$ cat src/rtl/alu_4bit.sv
// alu_4bit: 4-bit registered ALU slice (add/xor, and, or, shift right).
// Every operation produces its result one clock after in_valid is sampled.
// Optional feature macro: ALU4_ALL_ONES_FLAG_EN adds a registered
// res_all_ones output that is 1 when the registered result equals 4'hF.
module alu_4bit (
  input  logic       clk,
  input  logic       rst_n,
  input  logic       in_valid,
  input  logic [3:0] d1,
  input  logic [3:0] d2,
  input  logic       carry_in,
  input  logic       carry_disable,
  input  logic [1:0] cmd,
  output logic       out_valid,
  output logic [3:0] res,
  output logic       carry_out
`ifdef ALU4_ALL_ONES_FLAG_EN
  ,
  output logic       res_all_ones
`endif
);

  typedef enum logic [1:0] {
    CMD_ADD = 2'b00,
    CMD_AND = 2'b01,
    CMD_OR  = 2'b10,
    CMD_SHR = 2'b11
  } cmd_e;

  logic [3:0] g;
  logic [3:0] p;
  logic [4:0] c;
  logic       carry_en;
  logic [3:0] res_d;
  logic       carry_d;
  logic [3:0] res_q;
  logic       carry_q;
  logic       valid_q;

  // Generate/propagate terms and flat two-level lookahead carries.
  // A single enable masks every carry, so carry_disable turns the
  // adder into a plain XOR of the operands.
  always_comb begin
    g        = d1 & d2;
    p        = d1 ^ d2;
    carry_en = ~carry_disable;
    c[0] = carry_in & carry_en;
    c[1] = carry_en & (g[0] | (p[0] & carry_in));
    c[2] = carry_en & (g[1] | (p[1] & g[0]) | (p[1] & p[0] & carry_in));
    c[3] = carry_en & (g[2] | (p[2] & g[1]) | (p[2] & p[1] & g[0])
                      | (p[2] & p[1] & p[0] & carry_in));
    c[4] = carry_en & (g[3] | (p[3] & g[2]) | (p[3] & p[2] & g[1])
                      | (p[3] & p[2] & p[1] & g[0])
                      | (p[3] & p[2] & p[1] & p[0] & carry_in));
  end

  // Select the result and flag bit for the requested operation.
  always_comb begin
    res_d   = 4'h0;
    carry_d = 1'b0;
    case (cmd_e'(cmd))
      CMD_ADD: begin
        res_d   = p ^ c[3:0];
        carry_d = c[4];
      end
      CMD_AND: res_d = d1 & d2;
      CMD_OR:  res_d = d1 | d2;
      CMD_SHR: begin
        // carry_in fills the vacated MSB; the LSB falls out as the flag.
        res_d   = {carry_in, d2[3:1]};
        carry_d = d2[0];
      end
      default: begin
        res_d   = 4'h0;
        carry_d = 1'b0;
      end
    endcase
  end

  // Result registers: load on valid input, hold otherwise.
  always_ff @(posedge clk or negedge rst_n) begin
    if (!rst_n) begin
      valid_q <= 1'b0;
      res_q   <= 4'h0;
      carry_q <= 1'b0;
    end else begin
      valid_q <= in_valid;
      if (in_valid) begin
        res_q   <= res_d;
        carry_q <= carry_d;
      end
    end
  end

  assign out_valid = valid_q;
  assign res       = res_q;
  assign carry_out = carry_q;

`ifdef ALU4_ALL_ONES_FLAG_EN
  logic ones_q;

  // All-ones flag registered alongside the result (equality flag for COMP).
  always_ff @(posedge clk or negedge rst_n) begin
    if (!rst_n) begin
      ones_q <= 1'b0;
    end else if (in_valid) begin
      ones_q <= &res_d;
    end
  end

  assign res_all_ones = ones_q;
`endif

endmodule

$ cat config.mk
export PLATFORM = sky130hd
export DESIGN_NAME = alu_4bit
export DESIGN_NICKNAME = d
export VERILOG_FILES = /design/src/rtl/alu_4bit.sv
export SDC_FILE = /design/constraint.sdc
export NUM_CORES = 1
export LEC_CHECK = 0
export CORE_MARGIN = 5
export CORE_UTILIZATION = 23
export DETAILED_ROUTE_END_ITERATION = 8
export PLACE_DENSITY_LB_ADDON = 0.08
export SLEW_MARGIN = 20
export SYNTH_ARGS = -nofsm -noshare
export SYNTH_HDL_FRONTEND = slang
export SYNTH_SLANG_ARGS = --single-unit
$ cat constraint.sdc
create_clock -name clk -period 1.46 [get_ports clk]
set_input_delay 0.146 -clock clk [delete_from_list [all_inputs] [get_ports clk]]
set_output_delay 0.146 -clock clk [all_outputs]
set_load 0.02 [all_outputs]
## Word-level counts from Yosys, hierarchy flattened

Cells that the tools add are included.

| storage, ports and cells | value |
|---|---|
| flip-flop bits (word level) | 6 |
| bits of input ports | 15 |
| output and inout bits | 6 |
| word-level logic and storage cells | 45 |

| operators by class | value |
|---|---|
| eq/ne operators | 3 |
| muxes and demuxes | 2 |
| bitwise gates (word level) | 36 |
| reduce and logical (&&, ||, !) cells | 1 |

Operator list:

| kind | count |
|---|---|
| $and 1x1->1 | 21 |
| $pmux 4 s4 | 1 |
| $or 1x1->1 | 10 |
| $xor 4x4->4 | 2 |
| $and 4x4->4 | 1 |
| $eq 2x2->1 const B | 2 |
| $or 4x4->4 | 1 |
| $eq 2x1->1 const B | 1 |
| $logic_not 2->1 | 1 |
| $pmux 1 s2 | 1 |
| $not 1->1 | 1 |

## Longest topological paths before layout

| logic depth | value |
|---|---|
| depth after elaboration | 8 |
| depth in mapped cells | 7 |
| depth with buffers taken out | 6 |

## Least setup slack after synthesis

OpenSTA, ideal clock, no wires.

| path | value |
|---|---|
| path type | input to register |
| start | in d1[0] |
| end | reg res_q[1], in the netlist res[1] |
| setup time | 126 ps |
| arrival time | 1188 ps |
| required time | 1334 ps |
| setup slack | 145 ps |
| cell stages on the path | 6 |
| buffers on the path | 0 |
| cell sequence | inv_1 ha_1 a21oi_1 nor2_1 xor2_1 a311o_1 |

| between the ends | value |
|---|---|
| word-level cells in the longest chain between the ends | 6 |

RTL lines:

| element | line | text |
|---|---|---|
| from (decl) | 9 | `input logic [3:0] d1,` |
| $xor 4x4->4 | 45 | `p = d1 ^ d2;` |
| $and 1x1->1 | 48 | `c[1] = carry_en & (g[0] \| (p[0] & carry_in));` |
| $or 1x1->1 (*) | 48 |  |
| $and 1x1->1 (*) | 48 |  |
| $xor 4x4->4 (*) | 63 | `res_d = p ^ c[3:0];` |
| $pmux 4 s4 (*) | 61 | `case (cmd_e'(cmd))` |
| to (signal assigned) | 89 | `res_q <= res_d;` |
| to (decl) | 36 | `logic [3:0] res_q;` |

Every way passes the cells marked *; elsewhere a longest branch is shown, timed or not.
A chain may end at the register's enable or synchronous reset.

## Final worst setup path

| path | value |
|---|---|
| start | in d1[2] |
| end | reg res_q[2], in the netlist res[2] |

| between the ends | value |
|---|---|
| word-level cells in the longest chain between the ends | 3 |

RTL lines:

| element | line |
|---|---|
| $xor 4x4->4 | 45 |
| $xor 4x4->4 | 63 |
| $pmux 4 s4 (*) | 61 |

Marks and branches as above.

==> flow_summary_export.csv <==
group,metric,value,unit
pwr,comb_power_share,49.4,%
global_routing,grt_pass1_vias,660,
sta,final-hold-violation-count,0,
cts,cts_hold_buf,0,
route,via_per_inst,4.60,
critical_path,data_required_time_of_the_critical_path,1.58,ns
cts,post_cts.repair.setup_buffers,0,
sta,achievable-frequency,714,MHz
layout,fin_util,43.0,%
yosys,synth.ff_latch_count,6,
pwr,switching_share_of_power,32.6,%
route,post-route-drc-count,0,
pwr,max-vdd-ir-drop,0.414,mV
critical_path,reg2regPathDepth,2,
critical_path,crit_end,"res[2]",
sta,drv_slew,0,
sta,grt_setup_unrepaired,"false",
route,drt_iter0_markers,25,
route,finalWirelength,1840,um
cts,numCtsBuffers,3,
floorplan,fp.dieArea,4050,sq um
critical_path,worst_ep_arrival_time,1.52,ns
sta,tightestPinTransition,0.350,ns
yosys,synth_seq_area_share,22.7,%
yosys,synthesized_area,662,sq um
global_routing,grt_antenna_before_repair,0,
layout,drive_above_1_share,36.5,%
yosys,synth_fp_nets,105,
floorplan,floorplan.die.width,63.6,um
layout,layout.nets,145,
cts,cts_sinks,6,
pwr,cellInternalPower,0.470,mW
pwr,share_seq_of_total_power,28.4,%
sta,worst_clock_skew,0,ns
yosys,synth_cell_types,28,
critical_path,worstReg2RegEnd,"res[1]",
floorplan,number_of_placement_rows,19,
cts,insertion_delay,0.24,ns
sta,final_critical_path_share_of_the_clock_period,96.0,%
yosys,ys.warnings.count,0,
layout,most-common-layout-cells,"15 x buf_4, 13 x inv_1, 13 x clkdlybuf4s50_1",
layout,antennaDiodeCount,0,
layout,num-fill-cells,286,
job,max_capacitance_violation_total,0,
critical_path,worstSetupStartpoint,"d1[2]",
global_routing,track_usage,9.61,%
sta,slew-limit-headroom,76.7,%
pwr,power_frac_clock,22.1,%
cts,htree_num_levels,1,
route,avg_wl_per_cell,12.6,um
global_routing,grt_max_degree,17,
cts,clock_tree.buffer_depth,2,
critical_path,timing.rr.start,"res[1]",
status,status,"finished, final reports clean",
critical_path,cp-end-kind,"flip-flop",
yosys,syn_avg_cell_area,8.60,sq um
place,finalWeightedCongestion,0.727,
cts,clk_root_buffer_cell,"clkbuf_4",
pwr,p_per_cell_area,588,nW/um^2
global_routing,grt_first_pass_wirelength,3170,um
sta,holdWs,0.155,ns
sta,setup_viol_count_final,0,
route,drt_pre_antenna_iters,4,
critical_path,critPathLaunchType,"input port",
place,buffer_ports.inserted,20,
layout,area_growth,79.2,%
global_routing,grt_overflow,0,
pwr,netSwitchingPower,0.227,mW
layout,mostFrequentLayoutCell,"buf_4",
route,routed-via-count,671,
min_path,holdCritPathClass,"input port to async pin",
pwr,power_leakage,0.527,nW
critical_path,reg2reg_slack,0.54,ns
floorplan,floorplan.initialDensity,24.0,%
critical_path,critPathKind,"input port to flip-flop",
cts,tritoncts,"yes",
sta,fin_crit,1.40,ns
critical_path,worst-path-max-fanout,3,
route,postRouteAntennaNets,0,
floorplan,boundaryPins,21,
yosys,cells_after_synthesis,77,
floorplan,die_height,63.6,um
floorplan,floorplan.core_area,2760,sq um
cts,clock_transition_at_path_regs,0.05,ns
place,detailedPlacementHpwl,1430,um
## state kept, by name, summed over array words and instances (netlist names)
register,flops
out_valid,1
carry_out,1
res,4
## worst min-delay path by stage
stage | start | endpoint | slack, ns | depth (start not counted)
after floorplan | rst_n | carry_out | -0.15 | 0
after global placement | rst_n | res[1] | 0.42 | 1
after detailed placement | rst_n | res[1] | 0.42 | 1
after CTS | rst_n | res[1] | 0.16 | 1
after global routing | rst_n | res[1] | 0.18 | 1
final | rst_n | res[1] | 0.15 | 1
## layout make-up
| class | count | area [sq um] | area share, % |
|---|---|---|---|
| clock buffers | 3 | 22.5 | 1.90 |
| inverters | 16 | 60.1 | 5.06 |
| multi-input cells | 53 | 579 | 48.8 |
| flip-flops and latches | 6 | 150 | 12.7 |
| well taps | 31 | 38.8 | 3.27 |
| repair buffers | 37 | 335 | 28.3 |
## power groups by stage
| stage | sequential [mW] | clock (mW) | combinational, mW |
|---|---|---|---|
| finish | 0.198 | 0.154 | 0.345 |
| global route | 0.201 | 0.168 | 0.375 |
| CTS | 0.199 | 0.160 | 0.343 |
| detailed placement | 0.200 | 0 | 0.301 |
| global placement | 0.200 | 0 | 0.302 |
| floorplan | 0.227 | 0 | 0.110 |
## cell families (layout without fill, tap and decap cells)
| family | count (synthesis) | after routing | synth area share, % |
|---|---|---|---|
| AOI/OAI and AO/OA | 19 | 19 | 21.0 |
| buffers and inverters | 18 | 56 | 10.4 |
| and+or+nand+nor | 16 | 16 | 14.0 |
| adders and majority gates | 13 | 13 | 24.6 |
| DFF | 6 | 6 | 22.7 |
| muxes | 3 | 3 | 4.73 |
| xor gates and xnor gates | 2 | 2 | 2.65 |
## per-stage QoR
stage | worst slack (ns) | total power, mW | instances | TNS (ns) | cell area [sq um]
3_3_place_gp | -0.427 | 0.502 | 143 | -1.92 | 1030
3_5_place_dp | -0.431 | 0.501 | 143 | -1.97 | 1030
6_report | 0.0591 | 0.697 | 146 | 0 | 1190
4_1_cts | 0.0241 | 0.702 | 146 | 0 | 1180
2_1_floorplan | 0.145 | 0.337 | 77 | 0 | 662
5_1_grt | 0.00269 | 0.745 | 146 | 0 | 1190
## worst max-delay path, stage by stage
cell             delay (ns)
clkdlybuf4s50_1        0.42
buf_4                  0.14
ha_2                   0.19
a22oi_1                0.16
o21ai_1                0.10
a311o_1                0.35
## repair_timing
item,in CTS,in global routing
resized for setup,31,6
setup endpoints to repair,5,4
endpoints found under the hold margin,0,0
pin swaps,8,2
## routing by layer
layer	share of wire (%)	routed length, um	track usage (%)
met5	0	0	0
met4	0	0	1.56
met3	5.4	99	3.37
met2	47	860	14.3
met1	48	885	13.4
## synthesized netlist by cell type
| cell type | n | area (sq um) |
|---|---|---|
| mux2i_1 | 2 | 20.0 |
| a222oi_1 | 2 | 20.0 |
| nor4b_1 | 1 | 8.76 |
| nor3b_1 | 1 | 7.51 |
| xor2_1 | 1 | 8.76 |
| a22oi_1 | 1 | 7.51 |
| inv_1 | 16 | 60.1 |
| mux2_2 | 1 | 11.3 |
| nand2_1 | 4 | 15.0 |
| and3_1 | 1 | 6.26 |
| o221ai_1 | 1 | 8.76 |
| o2111ai_1 | 2 | 17.5 |
| a21oi_2 | 1 | 8.76 |
| xnor2_1 | 1 | 8.76 |
| buf_2 | 1 | 5.00 |
| nor2b_1 | 3 | 18.8 |
| nand3_1 | 2 | 10.0 |
| a211oi_1 | 1 | 7.51 |
| dfrtp_1 | 6 | 150 |
| o21ai_0 | 3 | 15.0 |
| a31oi_1 | 1 | 6.26 |
| a21boi_0 | 1 | 7.51 |
| ha_1 | 13 | 163 |
| clkbuf_1 | 1 | 3.75 |
| a311o_1 | 2 | 20.0 |
| a21oi_1 | 4 | 20.0 |
| nand3b_1 | 3 | 22.5 |
| nor2_1 | 1 | 3.75 |
(Power assumes the default switching activity.)
